**config.mk**
```make
export PLATFORM = sky130hd
export DESIGN_NAME = rgb2gray_stream_flat
export DESIGN_NICKNAME = d
export VERILOG_FILES = /design/src/rtl/rgb2gray_pkg.sv /design/src/rtl/rgb2gray_stream_if.sv /design/src/rtl/rgb2gray_stream_mac.sv /design/src/rtl/rgb2gray_stream.sv /design/src/flat_wrapper.sv
export SDC_FILE = /design/constraint.sdc
export NUM_CORES = 2
export LEC_CHECK = 0
export ABC_AREA = 1
export BUFFER_PORTS_ARGS = -buffer_cell sky130_fd_sc_hd__buf_4
export CAP_MARGIN = 10
export CORE_MARGIN = 3
export CORE_UTILIZATION = 45
export DETAILED_ROUTE_END_ITERATION = 8
export GPL_TIMING_DRIVEN = 0
export SLEW_MARGIN = 5
export SYNTH_ARGS = -nofsm -noshare
export SYNTH_HDL_FRONTEND = slang
export SYNTH_HIERARCHICAL = 1
export SYNTH_SLANG_ARGS = --single-unit
```
**constraint.sdc**
```tcl
create_clock -name clk -period 4.9 [get_ports clk]
set_input_delay 0.49 -clock clk [delete_from_list [all_inputs] [get_ports clk]]
set_output_delay 0.49 -clock clk [all_outputs]
set_load 0.01 [all_outputs]
```
**src/rtl/rgb2gray_pkg.sv**
```systemverilog
// Shared types and constants for the RGB-to-gray streaming block.
// The optional statistics outputs are enabled by defining RGB2GRAY_STATS_EN.
package rgb2gray_pkg;

  typedef enum logic [1:0] {
    RGB_IDLE  = 2'd0,
    RGB_RUN   = 2'd1,
    RGB_DRAIN = 2'd2,
    RGB_DONE  = 2'd3
  } rgb_state_e;

  // BT.601-style luma weights scaled so that they sum to 128 (SHIFT = 7)
  localparam int unsigned COEF_R_DEF   = 38;
  localparam int unsigned COEF_G_DEF   = 75;
  localparam int unsigned COEF_B_DEF   = 15;
  localparam int unsigned COEF_SUM_DEF = COEF_R_DEF + COEF_G_DEF + COEF_B_DEF;

  // Width of r*cr + g*cg + b*cb without overflow (three terms need 2 extra bits)
  function automatic int unsigned mac_sum_width(input int unsigned pix_w, input int unsigned coef_w);
    return pix_w + coef_w + 2;
  endfunction

endpackage

```
**src/rtl/rgb2gray_stream_if.sv**
```systemverilog
// Pixel stream bundle: colour input handshake plus gray output with its metadata.
// slave = the converter's view, master = the environment driving/consuming it.
interface rgb2gray_stream_if #(
  parameter int PIX_W  = 8,
  parameter int DIM_W  = 16,
  parameter int ADDR_W = 32
);
  logic              s_valid;
  logic              s_ready;
  logic [PIX_W-1:0]  s_r;
  logic [PIX_W-1:0]  s_g;
  logic [PIX_W-1:0]  s_b;

  logic              m_valid;
  logic              m_ready;
  logic [PIX_W-1:0]  m_data;
  logic [ADDR_W-1:0] m_addr;
  logic [DIM_W-1:0]  m_x;
  logic [DIM_W-1:0]  m_y;
  logic              m_eol;
  logic              m_last;

  modport slave (
    input  s_valid, s_r, s_g, s_b, m_ready,
    output s_ready, m_valid, m_data, m_addr, m_x, m_y, m_eol, m_last
  );

  modport master (
    output s_valid, s_r, s_g, s_b, m_ready,
    input  s_ready, m_valid, m_data, m_addr, m_x, m_y, m_eol, m_last
  );
endinterface

```
**src/rtl/rgb2gray_stream_mac.sv**
```systemverilog
// gray_mac: two-stage weighted-sum pipeline (products, then sum/shift/saturate).
// A side-band tag travels with each pixel; the whole pipe freezes while stall=1.
module gray_mac
  import rgb2gray_pkg::*;
#(
  parameter int PIX_W  = 8,
  parameter int COEF_W = 8,
  parameter int SHIFT  = 7,
  parameter int TAG_W  = 8
) (
  input  logic              clk,
  input  logic              rstn,
  input  logic              stall,
  input  logic              in_valid,
  input  logic [PIX_W-1:0]  in_r,
  input  logic [PIX_W-1:0]  in_g,
  input  logic [PIX_W-1:0]  in_b,
  input  logic [COEF_W-1:0] coef_r,
  input  logic [COEF_W-1:0] coef_g,
  input  logic [COEF_W-1:0] coef_b,
  input  logic [TAG_W-1:0]  in_tag,
  output logic              out_valid,
  output logic [PIX_W-1:0]  out_data,
  output logic [TAG_W-1:0]  out_tag
);

  localparam int PROD_W = PIX_W + COEF_W;
  localparam int SUM_W  = int'(mac_sum_width(PIX_W, COEF_W));
  localparam logic [PIX_W-1:0] PIX_MAX = '1;

  logic [PIX_W-1:0]  pix  [3];
  logic [COEF_W-1:0] coef [3];

  assign pix[0]  = in_r;
  assign pix[1]  = in_g;
  assign pix[2]  = in_b;
  assign coef[0] = coef_r;
  assign coef[1] = coef_g;
  assign coef[2] = coef_b;

  // Stage 1: one product register per colour channel
  genvar gi;
  generate
    for (gi = 0; gi < 3; gi++) begin : g_ch
      logic [PROD_W-1:0] prod_q;
      always_ff @(posedge clk or negedge rstn) begin
        if (!rstn) begin
          prod_q <= '0;
        end else if (!stall && in_valid) begin
          prod_q <= PROD_W'(pix[gi]) * PROD_W'(coef[gi]);
        end
      end
    end
  endgenerate

  logic             v1_q;
  logic [TAG_W-1:0] tag1_q;

  always_ff @(posedge clk or negedge rstn) begin
    if (!rstn) begin
      v1_q   <= 1'b0;
      tag1_q <= '0;
    end else if (!stall) begin
      v1_q <= in_valid;
      if (in_valid) begin
        tag1_q <= in_tag;
      end
    end
  end

  // Stage 2: sum, scale down and clamp to the pixel range
  logic [SUM_W-1:0] sum_d;
  logic [SUM_W-1:0] shifted_d;
  logic [PIX_W-1:0] gray_d;

  always_comb begin
    sum_d     = SUM_W'(g_ch[0].prod_q) + SUM_W'(g_ch[1].prod_q) + SUM_W'(g_ch[2].prod_q);
    shifted_d = sum_d >> SHIFT;
    gray_d    = PIX_W'(shifted_d);
    if (shifted_d > SUM_W'(PIX_MAX)) begin
      gray_d = PIX_MAX;
    end
  end

  logic             v2_q;
  logic [PIX_W-1:0] data2_q;
  logic [TAG_W-1:0] tag2_q;

  always_ff @(posedge clk or negedge rstn) begin
    if (!rstn) begin
      v2_q    <= 1'b0;
      data2_q <= '0;
      tag2_q  <= '0;
    end else if (!stall) begin
      v2_q <= v1_q;
      if (v1_q) begin
        data2_q <= gray_d;
        tag2_q  <= tag1_q;
      end
    end
  end

  assign out_valid = v2_q;
  assign out_data  = data2_q;
  assign out_tag   = tag2_q;

endmodule

```
**src/rtl/rgb2gray_stream.sv**
```systemverilog
// Frame-oriented RGB-to-gray converter: sequences W*H pixels through gray_mac and
// tags each with x/y/address. Define RGB2GRAY_STATS_EN for min/max/sum outputs.
module rgb2gray_stream
  import rgb2gray_pkg::*;
#(
  parameter int PIX_W  = 8,
  parameter int COEF_W = 8,
  parameter int SHIFT  = 7,
  parameter int DIM_W  = 16,
  parameter int ADDR_W = 32
) (
  input  logic              clk,
  input  logic              rstn,
  input  logic              start,
  input  logic [DIM_W-1:0]  frame_w,
  input  logic [DIM_W-1:0]  frame_h,
  input  logic [COEF_W-1:0] coef_r,
  input  logic [COEF_W-1:0] coef_g,
  input  logic [COEF_W-1:0] coef_b,
  rgb2gray_stream_if.slave  px,
  output logic              busy,
  output logic              done
`ifdef RGB2GRAY_STATS_EN
  ,
  output logic [PIX_W-1:0]        stat_min,
  output logic [PIX_W-1:0]        stat_max,
  output logic [ADDR_W+PIX_W-1:0] stat_sum
`endif
);

  localparam logic [1:0] ST_IDLE  = RGB_IDLE;
  localparam logic [1:0] ST_RUN   = RGB_RUN;
  localparam logic [1:0] ST_DRAIN = RGB_DRAIN;
  localparam logic [1:0] ST_DONE  = RGB_DONE;

  localparam int CNT_W = 2 * DIM_W;
  localparam int TAG_W = ADDR_W + 2 * DIM_W + 2;

  logic [1:0]        state_q, state_d;
  logic [DIM_W-1:0]  w_q;
  logic [CNT_W-1:0]  total_q;
  logic [COEF_W-1:0] cr_q, cg_q, cb_q;
  logic [CNT_W-1:0]  in_cnt_q;
  logic [DIM_W-1:0]  x_q, y_q;

  logic start_ok, dims_ok, stall, s_ready_int, in_fire, out_fire;
  logic eol_in, last_in;

  assign start_ok = (state_q == ST_IDLE) && start;
  assign dims_ok  = (frame_w != '0) && (frame_h != '0);
  assign stall    = px.m_valid && !px.m_ready;
  assign out_fire = px.m_valid && px.m_ready;

  assign s_ready_int = (state_q == ST_RUN) && (in_cnt_q < total_q) && !stall;
  assign in_fire     = px.s_valid && s_ready_int;
  assign px.s_ready  = s_ready_int;

  assign eol_in  = (x_q == w_q - DIM_W'(1));
  assign last_in = (in_cnt_q == total_q - CNT_W'(1));

  always_comb begin
    state_d = state_q;
    case (state_q)
      ST_IDLE:  if (start) state_d = dims_ok ? ST_RUN : ST_DONE;
      ST_RUN:   if (in_fire && last_in) state_d = ST_DRAIN;
      ST_DRAIN: if (out_fire && px.m_last) state_d = ST_DONE;
      ST_DONE:  state_d = ST_IDLE;
      default:  state_d = ST_IDLE;
    endcase
  end

  always_ff @(posedge clk or negedge rstn) begin
    if (!rstn) begin
      state_q <= ST_IDLE;
    end else begin
      state_q <= state_d;
    end
  end

  // Frame parameters are captured once per accepted start
  always_ff @(posedge clk or negedge rstn) begin
    if (!rstn) begin
      w_q     <= '0;
      total_q <= '0;
      cr_q    <= '0;
      cg_q    <= '0;
      cb_q    <= '0;
    end else if (start_ok) begin
      w_q     <= frame_w;
      total_q <= CNT_W'(frame_w) * CNT_W'(frame_h);
      cr_q    <= coef_r;
      cg_q    <= coef_g;
      cb_q    <= coef_b;
    end
  end

  always_ff @(posedge clk or negedge rstn) begin
    if (!rstn) begin
      in_cnt_q <= '0;
      x_q      <= '0;
      y_q      <= '0;
    end else if (start_ok) begin
      in_cnt_q <= '0;
      x_q      <= '0;
      y_q      <= '0;
    end else if (in_fire) begin
      in_cnt_q <= in_cnt_q + CNT_W'(1);
      if (eol_in) begin
        x_q <= '0;
        y_q <= y_q + DIM_W'(1);
      end else begin
        x_q <= x_q + DIM_W'(1);
      end
    end
  end

  logic [TAG_W-1:0] tag_in, tag_out;
  logic             mac_valid;
  logic [PIX_W-1:0] mac_data;

  assign tag_in = {ADDR_W'(in_cnt_q), x_q, y_q, eol_in, last_in};

  gray_mac #(
    .PIX_W  (PIX_W),
    .COEF_W (COEF_W),
    .SHIFT  (SHIFT),
    .TAG_W  (TAG_W)
  ) u_mac (
    .clk       (clk),
    .rstn      (rstn),
    .stall     (stall),
    .in_valid  (in_fire),
    .in_r      (px.s_r),
    .in_g      (px.s_g),
    .in_b      (px.s_b),
    .coef_r    (cr_q),
    .coef_g    (cg_q),
    .coef_b    (cb_q),
    .in_tag    (tag_in),
    .out_valid (mac_valid),
    .out_data  (mac_data),
    .out_tag   (tag_out)
  );

  assign px.m_valid = mac_valid;
  assign px.m_data  = mac_data;
  assign {px.m_addr, px.m_x, px.m_y, px.m_eol, px.m_last} = tag_out;

  assign busy = (state_q == ST_RUN) || (state_q == ST_DRAIN);
  assign done = (state_q == ST_DONE);

`ifdef RGB2GRAY_STATS_EN
  logic [PIX_W-1:0]        stat_min_q, stat_max_q;
  logic [ADDR_W+PIX_W-1:0] stat_sum_q;

  always_ff @(posedge clk or negedge rstn) begin
    if (!rstn) begin
      stat_min_q <= '1;
      stat_max_q <= '0;
      stat_sum_q <= '0;
    end else if (start_ok) begin
      stat_min_q <= '1;
      stat_max_q <= '0;
      stat_sum_q <= '0;
    end else if (out_fire) begin
      if (px.m_data < stat_min_q) stat_min_q <= px.m_data;
      if (px.m_data > stat_max_q) stat_max_q <= px.m_data;
      stat_sum_q <= stat_sum_q + (ADDR_W + PIX_W)'(px.m_data);
    end
  end

  assign stat_min = stat_min_q;
  assign stat_max = stat_max_q;
  assign stat_sum = stat_sum_q;
`endif

endmodule

```
**src/flat_wrapper.sv**
```systemverilog
// flat-port wrapper written by rule: the top's interface ports become plain ports
module rgb2gray_stream_flat import rgb2gray_pkg::*;
#(
  parameter int PIX_W  = 8,
  parameter int COEF_W = 8,
  parameter int SHIFT  = 7,
  parameter int DIM_W  = 16,
  parameter int ADDR_W = 32
)
  (clk, rstn, start, frame_w, frame_h, coef_r, coef_g, coef_b, busy, done, px_s_valid, px_s_r, px_s_g, px_s_b, px_m_ready, px_s_ready, px_m_valid, px_m_data, px_m_addr, px_m_x, px_m_y, px_m_eol, px_m_last);
  rgb2gray_stream_if #(.PIX_W(PIX_W), .DIM_W(DIM_W), .ADDR_W(ADDR_W)) px_i ();
  input  logic clk;
  input  logic rstn;
  input  logic start;
  input  logic [DIM_W-1:0] frame_w;
  input  logic [DIM_W-1:0] frame_h;
  input  logic [COEF_W-1:0] coef_r;
  input  logic [COEF_W-1:0] coef_g;
  input  logic [COEF_W-1:0] coef_b;
  output logic busy;
  output logic done;
  input wire logic [$bits(px_i.s_valid)-1:0] px_s_valid;
  input wire logic [$bits(px_i.s_r)-1:0] px_s_r;
  input wire logic [$bits(px_i.s_g)-1:0] px_s_g;
  input wire logic [$bits(px_i.s_b)-1:0] px_s_b;
  input wire logic [$bits(px_i.m_ready)-1:0] px_m_ready;
  output wire logic [$bits(px_i.s_ready)-1:0] px_s_ready;
  output wire logic [$bits(px_i.m_valid)-1:0] px_m_valid;
  output wire logic [$bits(px_i.m_data)-1:0] px_m_data;
  output wire logic [$bits(px_i.m_addr)-1:0] px_m_addr;
  output wire logic [$bits(px_i.m_x)-1:0] px_m_x;
  output wire logic [$bits(px_i.m_y)-1:0] px_m_y;
  output wire logic [$bits(px_i.m_eol)-1:0] px_m_eol;
  output wire logic [$bits(px_i.m_last)-1:0] px_m_last;
  assign px_i.s_valid = px_s_valid;
  assign px_i.s_r = px_s_r;
  assign px_i.s_g = px_s_g;
  assign px_i.s_b = px_s_b;
  assign px_i.m_ready = px_m_ready;
  assign px_s_ready = px_i.s_ready;
  assign px_m_valid = px_i.m_valid;
  assign px_m_data = px_i.m_data;
  assign px_m_addr = px_i.m_addr;
  assign px_m_x = px_i.m_x;
  assign px_m_y = px_i.m_y;
  assign px_m_eol = px_i.m_eol;
  assign px_m_last = px_i.m_last;
  rgb2gray_stream #(.PIX_W(PIX_W), .COEF_W(COEF_W), .SHIFT(SHIFT), .DIM_W(DIM_W), .ADDR_W(ADDR_W)) u_core (.clk(clk), .rstn(rstn), .start(start), .frame_w(frame_w), .frame_h(frame_h), .coef_r(coef_r), .coef_g(coef_g), .coef_b(coef_b), .px(px_i), .busy(busy), .done(done));
endmodule
```
==> flow_metrics.py <==
metrics = {
    "clocking": {
        "cts_made_buffers": 39,
        "clock-sinks": 328,
        "clock_path_buffers": 3,
        "h-tree-depth": 2,
        "cts_tree": "built",
        "cts-root-buf": "clkbuf_16",
        "clock_latency_ps": 570,
        "clkTransAtPathRegs_ps": 60,
    },
    "critical_path": {
        "required_ps": 5320,
        "end_kind": "register",
        "cp_max_fo": 9,
        "critical_path_arrival_ps": 5600,
        "regToRegEndpoint": "u_core/u_mac/g_ch[1].prod_q[10]$_DFFE_PN0P_",
        "r2r_start": "u_core/cg_q[5]$_DFFE_PN0P_",
        "crit_top_cell": "fa_1",
        "rr_worst_depth": 17,
        "critPathMaxStageDelay_ps": 510,
        "path_class": "in -> reg",
        "ff2ff_setup_slack_ps": 220,
        "crit_slowest_cell": "fa_1",
        "cp-start-kind": "input pin",
    },
    "global_route": {
        "grt_max_degree": 109,
        "antenna_found_initial": 0,
        "grt_usage_pct": 25.7,
        "grt_pass1_vias": 28400,
        "gr-total-overflow": 0,
        "grt_first_pass_wirelength_mm": 157,
    },
    "sta": {
        "timing.final.crit_share_pct": 106,
        "rsz0062_at_grt": "yes",
        "max_freq_mhz": 193,
        "fin_crit_ps": 5170,
        "slew_violations": 0,
        "relSlewSlack_pct": 23.9,
        "setup_ws_ps": -271,
        "setup_viol": 15,
        "tightest_slew_ps": 1140,
        "finalClockSkew_ps": 18.7,
        "finalHoldViolations": 0,
        "fin_hold_ws_ps": 115,
        "fin_setup_tns_ps": -2180,
    },
    "cells_and_area": {
        "drive_gt1_share_pct": 11.5,
        "nFillCells": 7078,
        "fin_nets": 5376,
        "fin_util_pct": 53.7,
        "syn_to_final_growth_pct": 17.9,
    },
    "route": {
        "drtAntennaViolNets": 0,
        "drcViolationCount": 0,
        "vias": 28500,
        "drtPass1Iterations": 8,
        "wl_per_cell_um": 17.2,
        "routed_wl_mm": 98.2,
        "vias_per_cell": 5.00,
        "initialDrtViolationCount": 1825,
    },
    "power": {
        "p_leak_nw": 22.3,
        "peakVddDrop_mv": 1.03,
        "powerDensity_nw_per_um2": 475,
    },
    "synth": {
        "syn_nets": 5147,
        "synthTopCellsByArea": "dfrtp_1 25%, fa_1 19%, nand2_1 15%",
        "synth_edf_count": 0,
        "synth_top_cell_by_area": "dfrtp_1",
        "ys_ff_latch": 328,
        "syn_avg_cell_area_um2": 7.44,
        "yosysMostFrequentCell": "nand2_1",
        "synthTopCellsByCount": "1302 x nand2_1, 969 x inv_1, 328 x dfrtp_1, 317 x fa_1, 269 x ha_1",
        "synth_top_area_share_pct": 24.6,
        "yosys_warnings": 6,
        "synth_flop_cell": "dfrtp_1",
        "syn-instance-count": 4476,
        "ys_seq_area_share_pct": 24.6,
        "ys_async_sr_fraction_pct": 100,
        "synth_cell_type_count": 52,
        "synth_area_um2": 33300,
    },
    "worst_hold_path": {
        "hold_depth": 3,
        "min_from": "coef_g[6]",
        "hold_path.class": "in -> reg",
        "holdPathEnd": "u_core/cg_q[6]$_DFFE_PN0P_",
    },
    "place": {
        "place_hpwl_mm": 77.5,
        "place.gp.congestion": 0.939,
        "io_buffers": 106,
    },
    "floorplanning": {
        "coreArea_um2": 73100,
        "std_cell_rows": 99,
        "dieArea_um2": 77300,
        "start_util_pct": 45.6,
        "io_pins": 163,
        "die_w_um": 278,
        "die_h_um": 278,
    },
    "flow_run": {
        "cap_violations": 0,
    },
    "status": {
        "violations": "setup timing",
        "status": "finished with violations",
    },
}
through the flow:
step,instances,area (µm²),setup slack [ps],power [W]
after floorplan,4476,34000,-479,0.00962
after global placement,5541,36000,-1100,0.0115
after detailed placement,5545,36100,-1120,0.0116
after CTS,5681,38900,-165,0.0164
after global routing,5691,39300,-411,0.0200
final,5692,39300,-271,0.0187
critical path, delay by kind of cell:
kind / cells / cell delay, ps
adder cells (fa/ha/maj): 7 / 3240
AND/OR/NAND/NOR: 8 / 900
buffers and inverters: 8 / 650
AO/OA/AOI/OAI: 3 / 310
power breakdown:
part	total [W]	leakage (nW)	switching (W)	internal (W)
clock network	0.00291	0.606	0.00121	0.00170
registers	0.00280	3.90	0.0000373	0.00277
logic	0.0129	17.8	0.00681	0.00614
sequential cells by signal, summed over array words and instances (netlist names), 2 cells and up:
| register | flops |
|---|---|
| u_core/cg_q | 8 |
| u_core/u_mac/tag1_q | 66 |
| u_core/u_mac/g_ch.prod_q | 48 |
| u_core/state_q | 2 |
| u_core/y_q | 16 |
| u_core/x_q | 16 |
| u_core/u_mac/out_tag | 66 |
| u_core/cr_q | 8 |
| u_core/cb_q | 8 |
| u_core/in_cnt_q | 32 |
| u_core/u_mac/out_data | 8 |
| u_core/w_q | 16 |
| u_core/total_q | 32 |
metal layers:
layer	track usage (%)	up-vias	wire length [µm]
met5	0	-	0
met4	8.19	0	3630
met3	2.16	158	3650
met2	44.9	645	48100
met1	33.9	13700	42800
li1	-	14000	-
worst max-delay path by stage:
stage                     start                              to  slack, ps  depth (start not counted)
global placement    frame_h[15]  u_core/total_q[27]$_DFFE_PN0P_      -1100                         24
floorplan            frame_h[6]  u_core/total_q[24]$_DFFE_PN0P_       -480                         25
detailed placement  frame_h[15]  u_core/total_q[27]$_DFFE_PN0P_      -1120                         24
finish               frame_w[5]  u_core/total_q[31]$_DFFE_PN0P_       -270                         26
global route         frame_h[4]  u_core/total_q[31]$_DFFE_PN0P_       -410                         26
CTS                  frame_h[6]  u_core/total_q[27]$_DFFE_PN0P_       -160                         25
cell type report:
type,instances,area (µm²),share of cell area (%)
multi-input combinational,2994,21500,54.7
antenna,1,2.50,0.00637
timing repair buffer,194,1650,4.19
tap,959,1200,3.06
clock inverter,16,193,0.491
sequential,328,8210,20.9
buffer,175,1820,4.64
clock buffer,52,1070,2.71
inverter,973,3650,9.30
cells by family after synthesis:
kind of cell | after synthesis | share of synthesized area [%]
flip-flops | 328 | 24.6
buffers and inverters | 1154 | 13.1
AND/OR/NAND/NOR | 1860 | 23.0
adder cells (fa/ha/maj) | 586 | 29.2
AO/OA/AOI/OAI | 434 | 7.00
multiplexers | 1 | 0.0338
XOR/XNOR | 113 | 3.01
timing repair:
action,4_1_cts,5_1_grt
buffers inserted,61,17
setup endpoints to repair,17,37
pin swaps,57,34
endpoints found under the hold margin,31,0
hold buffers,1,0
gates resized for setup,149,93
gates cloned,6,0
placed cells by master, fill, tap and decap left out, types with 23 or more instances in the layout:
cell type     n
nand2_1    1265
inv_1       945
dfrtp_1     328
fa_1        303
ha_1        252
o21ai_0     234
nor2_1      221
buf_4       171
nand3_1     130
clkbuf_1     96
a21oi_1      91
clkbuf_16    87
xor2_1       68
nand4_1      57
nor3_1       44
xnor2_1      39
nand2_2      29
inv_2        27
or2_2        24
buf_2        23
No activity file was read; power rests on OpenSTA's default activity.
